<file path="src/rtl/ccc_lock_reset_sequencer.sv">
// Purpose: synchronise/filter CCC LOCK and release sys_rst then periph_rst; latency SYNC_STAGES+LOCK_FILTER_CYCLES to sys_rst release.
// Backpressure: none; free-running sequencer, lock loss or soft reset re-asserts both resets on the next edge.
module ccc_lock_reset_sequencer #(
    parameter int SYNC_STAGES        = 2,
    parameter int LOCK_FILTER_CYCLES = 1024,
    parameter int STAGE_GAP_CYCLES   = 16
) (
    input  logic       clk,
    input  logic       rst,
    input  logic       pll_lock,
    input  logic       soft_rst_req,
    input  logic       clr_sticky,
    output logic       sys_rst,
    output logic       periph_rst,
    output logic       ready,
    output logic       lock_lost,
    output logic [7:0] lock_loss_count,
    output logic [2:0] state_dbg
);

    localparam int MAX_CYCLES = (LOCK_FILTER_CYCLES > STAGE_GAP_CYCLES) ?
                                LOCK_FILTER_CYCLES : STAGE_GAP_CYCLES;
    localparam int CW = (MAX_CYCLES > 1) ? $clog2(MAX_CYCLES) : 1;
    localparam logic [CW-1:0] FILT_LAST = CW'(LOCK_FILTER_CYCLES - 1);
    localparam logic [CW-1:0] GAP_LAST  = CW'(STAGE_GAP_CYCLES - 1);

    typedef enum logic [2:0] {
        WAIT_LOCK   = 3'd0,
        FILTER      = 3'd1,
        RELEASE_SYS = 3'd2,
        RUN         = 3'd3
    } state_t;

    state_t                 state, state_nxt;
    logic [CW-1:0]          cnt, cnt_nxt;
    logic [SYNC_STAGES-1:0] sync_q;
    logic                   lock_s;
    logic                   loss;

    always_ff @(posedge clk) begin
        if (rst) begin
            sync_q <= '0;
        end else begin
            sync_q <= {sync_q[SYNC_STAGES-2:0], pll_lock};
        end
    end

    assign lock_s = sync_q[SYNC_STAGES-1];

    always_comb begin
        state_nxt = state;
        cnt_nxt   = cnt;
        loss      = 1'b0;
        case (state)
            WAIT_LOCK: begin
                cnt_nxt = '0;
                if (lock_s) begin
                    state_nxt = FILTER;
                end
            end
            FILTER: begin
                // Dropping out of FILTER is not a loss: nothing was ever released.
                if (!lock_s) begin
                    state_nxt = WAIT_LOCK;
                    cnt_nxt   = '0;
                end else if (soft_rst_req) begin
                    cnt_nxt = '0;
                end else if (cnt == FILT_LAST) begin
                    state_nxt = RELEASE_SYS;
                    cnt_nxt   = '0;
                end else begin
                    cnt_nxt = cnt + CW'(1);
                end
            end
            RELEASE_SYS: begin
                if (!lock_s) begin
                    loss      = 1'b1;
                    state_nxt = WAIT_LOCK;
                    cnt_nxt   = '0;
                end else if (soft_rst_req) begin
                    state_nxt = FILTER;
                    cnt_nxt   = '0;
                end else if (cnt == GAP_LAST) begin
                    state_nxt = RUN;
                    cnt_nxt   = '0;
                end else begin
                    cnt_nxt = cnt + CW'(1);
                end
            end
            RUN: begin
                cnt_nxt = '0;
                if (!lock_s) begin
                    loss      = 1'b1;
                    state_nxt = WAIT_LOCK;
                end else if (soft_rst_req) begin
                    state_nxt = FILTER;
                end
            end
            default: begin
                state_nxt = WAIT_LOCK;
                cnt_nxt   = '0;
            end
        endcase
    end

    // Outputs are decoded from the next state so they change on the same edge as the state.
    always_ff @(posedge clk) begin
        if (rst) begin
            state           <= WAIT_LOCK;
            cnt             <= '0;
            sys_rst         <= 1'b1;
            periph_rst      <= 1'b1;
            ready           <= 1'b0;
            lock_lost       <= 1'b0;
            lock_loss_count <= 8'd0;
        end else begin
            state      <= state_nxt;
            cnt        <= cnt_nxt;
            sys_rst    <= !((state_nxt == RELEASE_SYS) || (state_nxt == RUN));
            periph_rst <= (state_nxt != RUN);
            ready      <= (state_nxt == RUN);
            if (loss) begin
                lock_lost <= 1'b1;
            end else if (clr_sticky) begin
                lock_lost <= 1'b0;
            end
            if (loss && (lock_loss_count != 8'hFF)) begin
                lock_loss_count <= lock_loss_count + 8'd1;
            end
        end
    end

    assign state_dbg = state;

endmodule
</file>
<file path="config.mk">
export PLATFORM = sky130hd
export DESIGN_NAME = ccc_lock_reset_sequencer
export DESIGN_NICKNAME = d
export VERILOG_FILES = /design/src/rtl/ccc_lock_reset_sequencer.sv
export SDC_FILE = /design/constraint.sdc
export NUM_CORES = 1
export LEC_CHECK = 0
export ABC_AREA = 1
export BUFFER_PORTS_ARGS = -buffer_cell sky130_fd_sc_hd__buf_2
export CAP_MARGIN = 20
export CORE_ASPECT_RATIO = 0.9
export CORE_UTILIZATION = 40
export DETAILED_ROUTE_END_ITERATION = 10
export GPL_TIMING_DRIVEN = 0
export SLEW_MARGIN = 20
export SYNTH_ARGS = -nofsm -noshare
export SYNTH_HDL_FRONTEND = slang
export SYNTH_SLANG_ARGS = --single-unit
</file>
<file path="constraint.sdc">
create_clock -name clk -period 2.8 [get_ports clk]
set_clock_uncertainty 0.15 [all_clocks]
set_input_delay 0.14 -clock clk [delete_from_list [all_inputs] [get_ports clk]]
set_output_delay 0.14 -clock clk [all_outputs]
set_load 0.02 [all_outputs]
</file>
* Yosys cells after proc, flatten, opt, wreduce, memory -nomap -nowiden
Cells that the tools add are included.
** Word-level totals
- Output and inout port bits :: 15
- Bits in registers :: 27
- Logic and storage cells :: 46
** Cells by class
- Reduce and logical (&&, ||, !) cells :: 6
- Mux-type cells :: 21
- Add/subtract/negate cells :: 2
- Equal/unequal tests :: 9
** Operator list (number)
- $mux W10 :: 6
- $mux W3 :: 9
- $pmux W10 S2 :: 1
- $eq A3 B2 Y1 const B :: 4
- $pmux W3 S4 :: 1
- $add A10 B1 Y10 const B :: 1
- $eq A10 B10 Y1 const B :: 1
- $eq A10 B4 Y1 const B :: 1
- $add A8 B1 Y8 const B :: 1
- $ne A8 B8 Y1 const B :: 1
- $mux W1 :: 4
- $eq A3 B1 Y1 const B :: 1
- $logic_not A3 Y1 :: 1
- $ne A3 B2 Y1 const B :: 1
- $reduce_bool A2 Y1 :: 1
- $reduce_or A2 Y1 :: 1
- $logic_and A1 B1 Y1 :: 1
- $logic_not A1 Y1 :: 1
- $logic_or A1 B1 Y1 :: 1

* Depth between registers and ports, before layout
Gate-level depths: netlist of run 1.
- Depth in word-level cells :: 8
- Gate-level depth with buffers :: 10

* Worst setup path after synthesis of run 1
Ideal clock, no wire load.
- Path kind :: reg2reg
- Start point :: register lock_loss_count[0]
- End point :: register lock_loss_count[0]
- Required time :: 2516 ps
- Buffers on the path :: 1
- Cell stages (with the launch flop) :: 8
- Period minus slack after synthesis :: 1636 ps
- Arrival time :: 1353 ps
- Slack :: 1164 ps
- Path through :: dfxtp_1 -> ha_1 -> nand3_1 -> nor2_4 -> a21oi_2 -> buf_6 -> o21ai_1 -> a21oi_1
** On the way
- Longest elaborated chain between the ends :: 2
- Elaborated cells on any way between the ends :: 3
- Those cells by class :: 1 x add/sub; 1 x eq/ne; 1 x reduce/logical
** RTL lines
- start: declaration :: line 17 : output logic [7:0] lock_loss_count,
- start signal: assignment :: line 128 : lock_loss_count <= lock_loss_count + 8'd1;
- parallel branches: the longest is 2 deep, another holds $add A8 B1 Y8
Several ways; the timed one is not identified.
A chain may end at the register's enable or synchronous reset.

* Worst setup path in the final report of run 1
- Start point :: register lock_loss_count[0]
- End point :: register lock_loss_count[3]
The elaborated chain is that of the path after synthesis.

==> results of run 1 <==
-- registers in the layout, indices dropped and copies added (netlist names) --
name / count
cnt: 10
lock_loss_count: 8
lock_lost: 1
periph_rst: 1
ready: 1
state_dbg: 3
sync_q: 2
sys_rst: 1
-- power by group --
| group | switching (mW) | internal [mW] | total, mW |
|---|---|---|---|
| combinational | 0.0116 | 0.00915 | 0.0207 |
| sequential | 0.00159 | 0.387 | 0.388 |
| clock | 0.118 | 0.0536 | 0.171 |
-- through the flow --
step | hold slack, ns | cells | cell area [µm²] | util | setup slack (ns)
floorplan | 0.0970 | 174 | 1270 | - | 1.16
global placement | 0.193 | 234 | 1410 | 0.463 | 1.20
detailed placement | 0.205 | 234 | 1410 | 0.463 | 1.19
CTS | 0.00414 | 243 | 1490 | 0.489 | 1.17
global route | 0.0241 | 243 | 1490 | 0.489 | 0.983
finish | 0.0172 | 243 | 1490 | 0.489 | 1.18
-- metal layers --
layer  track usage  part of all wire  wire length [µm]
met1         0.200              0.51              1190
met5             0                 0                 0
met2         0.250              0.45              1060
met4        0.0381            0.0060                14
met3        0.0562             0.033                77
-- what timing repair did --
| item | 4_1_cts | 5_1_grt |
|---|---|---|
| setup endpoints to repair | 0 | 0 |
| buffers inserted | 0 | 0 |
| hold buffers | 5 | 0 |
| hold endpoints to repair | 6 | 0 |
-- layout make-up --
cell class,instances,area (µm²),area share
Clock inverter,1,5.00,0.00336
Clock buffer,3,22.5,0.0151
Tap cell,42,52.6,0.0353
Buffer,2,16.3,0.0109
Inverter,24,90.1,0.0606
Multi-Input combinational cell,121,621,0.417
Timing Repair Buffer,23,140,0.0942
Sequential cell,27,541,0.363
-- critical path, stage by stage (launching register included) --
cell and delay [ns]:
sky130_fd_sc_hd__dfxtp_1 0.44, sky130_fd_sc_hd__ha_1 0.26, sky130_fd_sc_hd__nand3_1 0.14, sky130_fd_sc_hd__nor2_4 0.14
sky130_fd_sc_hd__a21oi_2 0.09, sky130_fd_sc_hd__buf_6 0.14, sky130_fd_sc_hd__nand3_1 0.06, sky130_fd_sc_hd__nand2_1 0.07
sky130_fd_sc_hd__a21oi_2 0.09
-- worst paths after layout --
check                                        start                 end  cells past startpoint
worst min register to register           sync_q[0]           sync_q[1]                      2
worst max-delay path            lock_loss_count[0]  lock_loss_count[3]                      8
worst min-delay path                  soft_rst_req              cnt[7]                      4
worst max register to register  lock_loss_count[0]  lock_loss_count[3]                      8
-- cell usage in the layout (no fill, tap or decap), types with 2 or more instances in the layout --
cell,Yosys,final
sky130_fd_sc_hd__a21oi_1,10,10
sky130_fd_sc_hd__a21oi_2,2,2
sky130_fd_sc_hd__buf_2,1,19
sky130_fd_sc_hd__clkbuf_4,0,3
sky130_fd_sc_hd__dfxtp_1,27,27
sky130_fd_sc_hd__dlygate4sd3_1,0,5
sky130_fd_sc_hd__ha_1,2,2
sky130_fd_sc_hd__inv_1,21,21
sky130_fd_sc_hd__inv_2,2,2
sky130_fd_sc_hd__nand2_1,34,34
sky130_fd_sc_hd__nand2_2,5,5
sky130_fd_sc_hd__nand3_1,9,9
sky130_fd_sc_hd__nand3b_1,2,2
sky130_fd_sc_hd__nand4_1,2,2
sky130_fd_sc_hd__nor2_1,32,32
sky130_fd_sc_hd__nor2_4,4,4
sky130_fd_sc_hd__nor3_1,3,3
sky130_fd_sc_hd__o21ai_1,2,2
sky130_fd_sc_hd__or2_0,2,2
sky130_fd_sc_hd__xnor2_1,4,4
sky130_fd_sc_hd__xor2_1,3,3
-- logic make-up (layout without fill, tap and decap cells) --
kind of cell	Yosys count	in the layout	synth area share
buffers and inverters	26	53	0.0839
xor gates and xnor gates	7	7	0.0484
DFF	27	27	0.426
and+or+nand+nor	95	95	0.347
AOI/OAI and AO/OA	16	16	0.0711
adders and majority gates	2	2	0.0197
other	1	1	0.00296
==> results.py, run 1 <==
metrics = {
    "run_status": {
        "status": "completed",
    },
    "critical_path": {
        "reg2reg_setup_slack_ns": 1.18,
        "critPathKind": "reg2reg",
        "worstSetupEndpointType": "register",
        "worst-endpoint-required_ns": 2.94,
        "cp_data_arrival_time_ns": 1.76,
        "critical_path.max_fanout": 10,
        "setup_crit_start_kind": "register",
    },
    "detailed_routing": {
        "detail_route.drc_violations": 0,
        "totalWireLength_mm": 2.33,
        "dr_total_vias": 1072,
        "count_of_routing_violations_after_the_opening_detailed_route_iteration": 49,
        "route.antenna.remaining_nets": 0,
        "route.detailed.vias_per_inst": 4.41,
        "wl_per_cell_um": 9.60,
        "pre_antenna_drt_iters": 4,
    },
    "timing": {
        "fin_crit_ns": 1.62,
        "finalHoldViolCount": 0,
        "setup_violations": 0,
        "setup-tns-final_ns": 0,
        "slew_viol_final": 0,
        "max_freq_ghz": 0.617,
        "layout_worst_path_cycle_share": 0.579,
        "grt_setup_unrepaired": "no",
    },
    "place": {
        "globalplace.congestion": 0.789,
        "post-dp-hpwl_mm": 1.75,
        "io_buffers": 18,
    },
    "synth": {
        "post_synthesis_cell_type_with_the_largest_combined_area": "sky130_fd_sc_hd__dfxtp_1",
        "async_reset_ff_frac": 0,
        "netlist-cell-type-count": 26,
        "synth.cell_area_mm2": 0.00127,
        "netlist_instances": 174,
        "synth_sequential_area_ratio": 0.426,
        "synth.top_cells.by_area": "sky130_fd_sc_hd__dfxtp_1, sky130_fd_sc_hd__nand2_1, sky130_fd_sc_hd__nor2_1",
        "synth-edff-count": 0,
        "netlist.area_leader.share": 0.426,
        "yosys.cell_count.top_type": "sky130_fd_sc_hd__nand2_1",
        "synth_commonest_cells": "sky130_fd_sc_hd__nand2_1, sky130_fd_sc_hd__nor2_1, sky130_fd_sc_hd__dfxtp_1",
        "synth_ff_type": "sky130_fd_sc_hd__dfxtp_1",
        "syn_avg_cell_area_um2": 7.28,
        "yosys_register_bits": 27,
        "syn-num-nets": 181,
        "synth_warnings": 0,
    },
    "global_routing": {
        "grtUsageTotal": 0.157,
        "globalRouteOverflowTotal": 0,
        "antenna_violations_before_repair": 0,
        "largest_net_degree_at_the_start_of_global_routing": 16,
        "grt_first_pass_wirelength_mm": 4.02,
        "vias_in_the_first_global_route": 969,
    },
    "clocking": {
        "worst_setup_hold_path_clk_slew_ns": 0.15,
        "post_cts_resize_count": 0,
        "worst_skew_pair.late_latency_ns": 0.33,
        "maximum_root_to_sink_buffer_count": 2,
        "ctsHtreeMaxLevel": 1,
        "number_of_buffers_inserted_during_clock_tree_synthesis": 3,
        "cts_tree": "done",
        "root_buffer": "sky130_fd_sc_hd__clkbuf_4",
        "cts.sinks": 27,
    },
    "final_layout": {
        "num-nets-final": 209,
        "area_growth_pct": 17.4,
        "num-fill-cells": 355,
        "n_antenna_cell": 0,
        "final_layout_size_suffix_gt1_frac": 0.194,
    },
    "die": {
        "initial_core_util": 0.417,
        "rows": 19,
        "chipHeight_um": 55.4,
        "core_region_area_mm2": 0.00304,
        "die-area_mm2": 0.00340,
        "boundaryPins": 20,
        "die_x_um": 61.3,
    },
    "pwr": {
        "post-layout-total-power_mw": 0.580,
        "power.ir.vdd_worst_v": 0.000377,
        "p_per_area_mw_per_mm2": 390,
        "leakage_component_of_the_power_nw": 0.592,
    },
    "flow_run": {
        "maxCapViolCount": 0,
    },
    "hold_path": {
        "min_path_type": "in2reg",
    },
}
(Power assumes the default switching activity.)
==> inputs of run 2 (changes only) <==
- clock period: 2.8 -> 1.5 ns (I/O delays scaled with it)
==> run 2 against run 1 <==
  * Core utilization is 6.0 points higher
  * Sequential power is 86% higher
  * Global-route usage is 0.87 points lower
  * Register-to-register slack worse by 1.1 ns
  * Highest routed layer unchanged
  * Combinational power is 98% higher
==> results.py, run 2 (same netlist as run 1, synthesis figures left out) <==
metrics = {
    "detailed_routing": {
        "pre_antenna_drt_iters": 4,
        "wl_per_cell_um": 9.75,
        "dr_total_vias": 1150,
        "route.antenna.remaining_nets": 0,
        "route.detailed.vias_per_inst": 4.53,
        "detail_route.drc_violations": 0,
        "count_of_routing_violations_after_the_opening_detailed_route_iteration": 23,
        "totalWireLength_mm": 2.48,
    },
    "final_layout": {
        "num-fill-cells": 321,
        "flip_flop_count_of_the_largest_register_all_copies_and_words_added": 10,
        "layout.cells.most_common_list": "sky130_fd_sc_hd__nand2_1, sky130_fd_sc_hd__nor2_1, sky130_fd_sc_hd__inv_1, sky130_fd_sc_hd__dfxtp_1, sky130_fd_sc_hd__buf_2",
        "final_layout_size_suffix_gt1_frac": 0.325,
        "layout_commonest_cell": "sky130_fd_sc_hd__nand2_1",
        "num-nets-final": 220,
        "area_growth_pct": 31.8,
        "top_register": "cnt",
        "final_design_area_no_fill_mm2": 0.00167,
        "finish.cell_count_without_fillers": 254,
        "n_antenna_cell": 0,
        "postLayoutCoreUtil": 0.549,
    },
    "clocking": {
        "ctsHtreeMaxLevel": 1,
        "number_of_buffers_inserted_during_clock_tree_synthesis": 3,
        "worst_setup_hold_path_clk_slew_ns": 0.15,
        "root_buffer": "sky130_fd_sc_hd__clkbuf_4",
        "worst_skew_pair.late_latency_ns": 0.32,
        "cts_tree": "done",
        "cts.sinks": 27,
        "maximum_root_to_sink_buffer_count": 2,
    },
    "critical_path": {
        "worstPathCellList": "ha_4 -> nand2_4 -> nor2_4 -> nand4_1 -> nand3_2 -> nand2_2 -> nand2_4 -> nor2_1",
        "ff2ff_path_depth": 8,
        "worstReg2RegStart": "cnt[1]",
        "cp.buffers_inverters": 0,
        "cp_data_arrival_time_ns": 1.55,
        "critical_path.max_fanout": 7,
        "worst_r2r_endpoint": "cnt[3]",
        "worst-endpoint-required_ns": 1.58,
        "slowest_stage_delay_cp_ns": 0.39,
        "reg2reg_setup_slack_ns": 0.03,
        "critical-path-slowest-cell": "sky130_fd_sc_hd__dfxtp_4",
        "total_number_of_cells_along_the_worst_setup_path": 8,
        "cp_top_family": "simple AND/OR/NAND/NOR gates",
        "critical-path-top-cell-by-count": "sky130_fd_sc_hd__nand2_4",
        "worstSetupEndpointType": "register",
        "critPathKind": "reg2reg",
        "setup_crit_start_kind": "register",
    },
    "global_routing": {
        "vias_in_the_first_global_route": 952,
        "grt_first_pass_wirelength_mm": 3.83,
        "grtUsageTotal": 0.148,
        "largest_net_degree_at_the_start_of_global_routing": 15,
        "globalRouteOverflowTotal": 0,
        "antenna_violations_before_repair": 0,
    },
    "place": {
        "io_buffers": 18,
        "globalplace.congestion": 0.786,
        "dpl-instance-area_mm2": 0.00142,
        "post-dp-hpwl_mm": 1.68,
        "place.detailed.instances": 234,
    },
    "timing": {
        "grt_setup_unrepaired": "yes",
        "fin_crit_ns": 1.47,
        "finalHoldViolCount": 0,
        "max_freq_ghz": 0.681,
        "setup-tns-final_ns": 0,
        "setup_violations": 0,
        "slew_viol_final": 0,
        "hold_ws_ns": 0.281,
        "layout_worst_path_cycle_share": 0.980,
    },
    "die": {
        "rows": 19,
        "core_region_area_mm2": 0.00304,
        "initial_core_util": 0.417,
        "boundaryPins": 20,
        "chipHeight_um": 55.4,
        "die_x_um": 61.3,
        "die-area_mm2": 0.00340,
    },
    "run_status": {
        "status": "completed",
    },
    "hold_path": {
        "worst_hold_path.num_cells": 2,
        "hp-start": "sync_q[0]",
        "worstHoldEndpoint": "sync_q[1]",
        "min_path_type": "reg2reg",
    },
    "pwr": {
        "p_per_area_mw_per_mm2": 642,
        "leakage_component_of_the_power_nw": 0.680,
        "power.ir.vdd_worst_v": 0.000424,
    },
    "flow_run": {
        "maxCapViolCount": 0,
    },
}
==> run 2: area by class of cell <==
class / count / area, µm² / share of cell area
plain buffers: 2 / 16.3 / 0.00974
clock buffers: 4 / 26.3 / 0.0157
inverters: 24 / 90.1 / 0.0539
multi-input cells: 121 / 709 / 0.425
flip-flops and latches: 27 / 553 / 0.331
well taps: 42 / 52.6 / 0.0315
repair buffers: 34 / 223 / 0.133
==> run 2: worst max path at each step <==
stage / startpoint / to / slack [ns]
2_1_floorplan: lock_loss_count[1] / lock_loss_count[0] / 0.02
3_3_place_gp: cnt[0] / cnt[4] / -0.11
3_5_place_dp: cnt[0] / cnt[2] / -0.12
4_1_cts: cnt[0] / state_dbg[0] / -0.03
5_1_grt: cnt[1] / ready / -0.08
6_report: cnt[1] / cnt[3] / 0.03
==> run 2: repair_timing <==
action / CTS / global route
cloned: 1 / 0
hold buffers: 5 / 0
endpoints found under the hold margin: 9 / 0
setup endpoints to repair: 20 / 19
gates resized for setup: 9 / 16
setup buffers: 5 / 5
pin swaps: 5 / 8
==> run 2: power breakdown <==
| group | switching [mW] | internal (mW) | leakage, nW |
|---|---|---|---|
| Sequential | 0.00308 | 0.718 | 0.222 |
| Combinational | 0.0221 | 0.0189 | 0.444 |
| Clock | 0.207 | 0.104 | 0.0150 |
| Total | 0.232 | 0.840 | 0.680 |
==> run 2: through the flow <==
step           setup slack (ns)  power, mW
2_1_floorplan            0.0205      0.757
3_3_place_gp             -0.114      0.768
3_5_place_dp             -0.125      0.768
4_1_cts                 -0.0278       1.09
5_1_grt                 -0.0844       1.12
6_report                 0.0305       1.07
==> run 2: routing by layer <==
metal  vias to the layer above  global-route usage  routed length (µm)
met5                         -                   0                   0
met4                         0              0.0476                  22
met3                         2              0.0281                  81
met2                        17               0.233                1190
met1                       518               0.203                1180
li1                        613                   -                   -
==> run 2: tightest hold or removal path: cells and delay by family, from the launching register on <==
| family | cells | cell delay (ns) |
|---|---|---|
| buf+inv | 1 | 0.04 |
| flops | 1 | 0.33 |
| simple gates | 1 | 0.03 |
==> inputs of run 3 (changes only) <==
- clock period: 1.5 -> 1.3 ns (I/O delays scaled with it)
==> run 3 against run 2 <==
  * The flow now finishes with violations (negative setup slack)
  * Highest routed layer unchanged
  * Clock power rose by 17%
  * Global-route usage rose by 2.0 points
  * Flip-flop and latch count did not move
  * Register-to-register slack got worse by 0.20 ns
  * Final area rose by 5.8%
  * Sequential power rose by 15%
  * Maximum frequency fell by 0.23%
  * Largest cell class unchanged
  * Non-clock buffer count rose by 3
  * Critical path depth did not move
  * Count of clock-buffer cells in the layout did not move
==> results.py, run 3 (same netlist as run 1, synthesis figures left out) <==
metrics = {
    "run_status": {
        "status": "complete, but fails checks",
        "failed_checks": "negative setup slack",
    },
    "clocking": {
        "ctsHtreeMaxLevel": 1,
        "cts.sinks": 27,
        "cts_tree": "done",
        "number_of_buffers_inserted_during_clock_tree_synthesis": 3,
        "worst_setup_hold_path_clk_slew_ns": 0.15,
        "maximum_root_to_sink_buffer_count": 2,
        "worst_skew_pair.late_latency_ns": 0.33,
        "root_buffer": "sky130_fd_sc_hd__clkbuf_4",
    },
    "final_layout": {
        "num-nets-final": 223,
        "flip_flop_count_of_the_largest_register_all_copies_and_words_added": 10,
        "final_design_area_no_fill_mm2": 0.00177,
        "layout.cells.most_common_list": "sky130_fd_sc_hd__nor2_1, sky130_fd_sc_hd__nand2_1, sky130_fd_sc_hd__inv_1, sky130_fd_sc_hd__buf_2, sky130_fd_sc_hd__dfxtp_1",
        "num-fill-cells": 305,
        "area_growth_pct": 39.4,
        "final_layout_size_suffix_gt1_frac": 0.391,
        "layout_commonest_cell": "sky130_fd_sc_hd__nor2_1",
        "n_antenna_cell": 0,
        "top_register": "cnt",
        "postLayoutCoreUtil": 0.581,
    },
    "critical_path": {
        "cp_top_family": "simple AND/OR/NAND/NOR gates",
        "critical-path-slowest-cell": "sky130_fd_sc_hd__dfxtp_2",
        "worstPathCellList": "ha_4 -> nand2_4 -> nor2_4 -> nand4_1 -> nand3_1 -> nand2_2 -> nand2_4 -> nor2_1",
        "setup_crit_start_kind": "register",
        "cp_data_arrival_time_ns": 1.55,
        "worstSetupEndpointType": "register",
        "critical-path-top-cell-by-count": "sky130_fd_sc_hd__nand2_4",
        "worst-endpoint-required_ns": 1.37,
        "critPathKind": "reg2reg",
        "cp.buffers_inverters": 0,
        "critical_path.max_fanout": 7,
        "slowest_stage_delay_cp_ns": 0.38,
    },
    "timing": {
        "postLayoutSetupSlackWorst_ns": -0.173,
        "fin_crit_ns": 1.47,
        "max_freq_ghz": 0.679,
        "setup_violations": 23,
        "slew_viol_final": 0,
        "hold_ws_ns": 0.0355,
        "grt_setup_unrepaired": "yes",
        "finalHoldViolCount": 0,
        "layout_worst_path_cycle_share": 1.13,
    },
    "place": {
        "io_buffers": 18,
        "globalplace.congestion": 0.821,
        "post_placement_setup_slack_ns": -0.252,
        "post-dp-hpwl_mm": 1.75,
        "dpl-instance-area_mm2": 0.00146,
    },
    "pwr": {
        "post-layout-total-power_mw": 1.25,
        "power.ir.vdd_worst_v": 0.000694,
        "leakage_component_of_the_power_nw": 0.719,
        "p_per_area_mw_per_mm2": 705,
    },
    "die": {
        "boundaryPins": 20,
        "rows": 19,
        "die-area_mm2": 0.00340,
        "chipHeight_um": 55.4,
        "core_region_area_mm2": 0.00304,
        "initial_core_util": 0.417,
        "die_x_um": 61.3,
    },
    "detailed_routing": {
        "pre_antenna_drt_iters": 4,
        "dr_total_vias": 1214,
        "route.antenna.remaining_nets": 0,
        "count_of_routing_violations_after_the_opening_detailed_route_iteration": 32,
        "wl_per_cell_um": 10.3,
        "route.detailed.vias_per_inst": 4.72,
        "detail_route.drc_violations": 0,
        "totalWireLength_mm": 2.64,
    },
    "flow_run": {
        "maxCapViolCount": 0,
    },
    "global_routing": {
        "vias_in_the_first_global_route": 1082,
        "grtUsageTotal": 0.169,
        "globalRouteOverflowTotal": 0,
        "largest_net_degree_at_the_start_of_global_routing": 15,
        "antenna_violations_before_repair": 0,
        "grt_first_pass_wirelength_mm": 4.42,
    },
    "hold_path": {
        "min_path_type": "in2reg",
    },
}
[run 3: area by class of cell]
type / instances / area, µm² / share of cell area
Sequential cell: 27 / 559 / 0.317
Tap cell: 42 / 52.6 / 0.0297
Buffer: 2 / 16.3 / 0.00921
Clock buffer: 4 / 26.3 / 0.0149
Inverter: 24 / 91.3 / 0.0517
Multi-Input combinational cell: 121 / 762 / 0.431
Timing Repair Buffer: 37 / 259 / 0.147
[run 3: worst paths after layout]
kind             start  depth (start not counted)           end  slack, ns
min                rst                          6  state_dbg[0]       0.04
max reg2reg     cnt[0]                          8        cnt[2]      -0.17
min reg2reg  sync_q[0]                          2     sync_q[1]       0.25
max             cnt[0]                          8        cnt[2]      -0.17
[run 3: what timing repair did]
| item | in CTS | in global routing |
|---|---|---|
| setup endpoints to repair | 23 | 23 |
| cloned | 1 | 0 |
| gates resized for setup | 12 | 23 |
| buffers inserted | 8 | 4 |
| hold buffers | 6 | 0 |
| pin swaps | 10 | 9 |
| hold endpoints to repair | 10 | 0 |
[run 3: through the flow]
stage	setup TNS, ns	instances
global placement	-3.41	234
CTS	-2.47	253
finish	-2.84	257
global route	-5.21	257
floorplan	-1.29	174
detailed placement	-3.79	234
[run 3: per-layer routing]
metal | track usage | vias up | share of wire
met5 | 0 | - | 0
met4 | 0.0286 | 0 | 0.0068
met3 | 0.0422 | 2 | 0.046
met2 | 0.289 | 30 | 0.48
met1 | 0.214 | 565 | 0.46
li1 | - | 617 | -
[run 3: report_power, final]
| part | switching, mW | total [mW] | internal [mW] | leakage [nW] |
|---|---|---|---|---|
| clock network | 0.242 | 0.363 | 0.120 | 0.0150 |
| logic | 0.0291 | 0.0536 | 0.0246 | 0.481 |
| registers | 0.00344 | 0.830 | 0.826 | 0.223 |
| total | 0.275 | 1.25 | 0.971 | 0.719 |
[run 3: worst register-to-register path, stage by stage, from the launching register on]
cell and delay (ns):
sky130_fd_sc_hd__dfxtp_2 0.38, sky130_fd_sc_hd__ha_4 0.15, sky130_fd_sc_hd__nand2_4 0.05, sky130_fd_sc_hd__nor2_4 0.12, sky130_fd_sc_hd__nand4_1 0.14, sky130_fd_sc_hd__nand3_1 0.16, sky130_fd_sc_hd__nand2_2 0.09, sky130_fd_sc_hd__nand2_4 0.10
sky130_fd_sc_hd__nor2_1 0.05
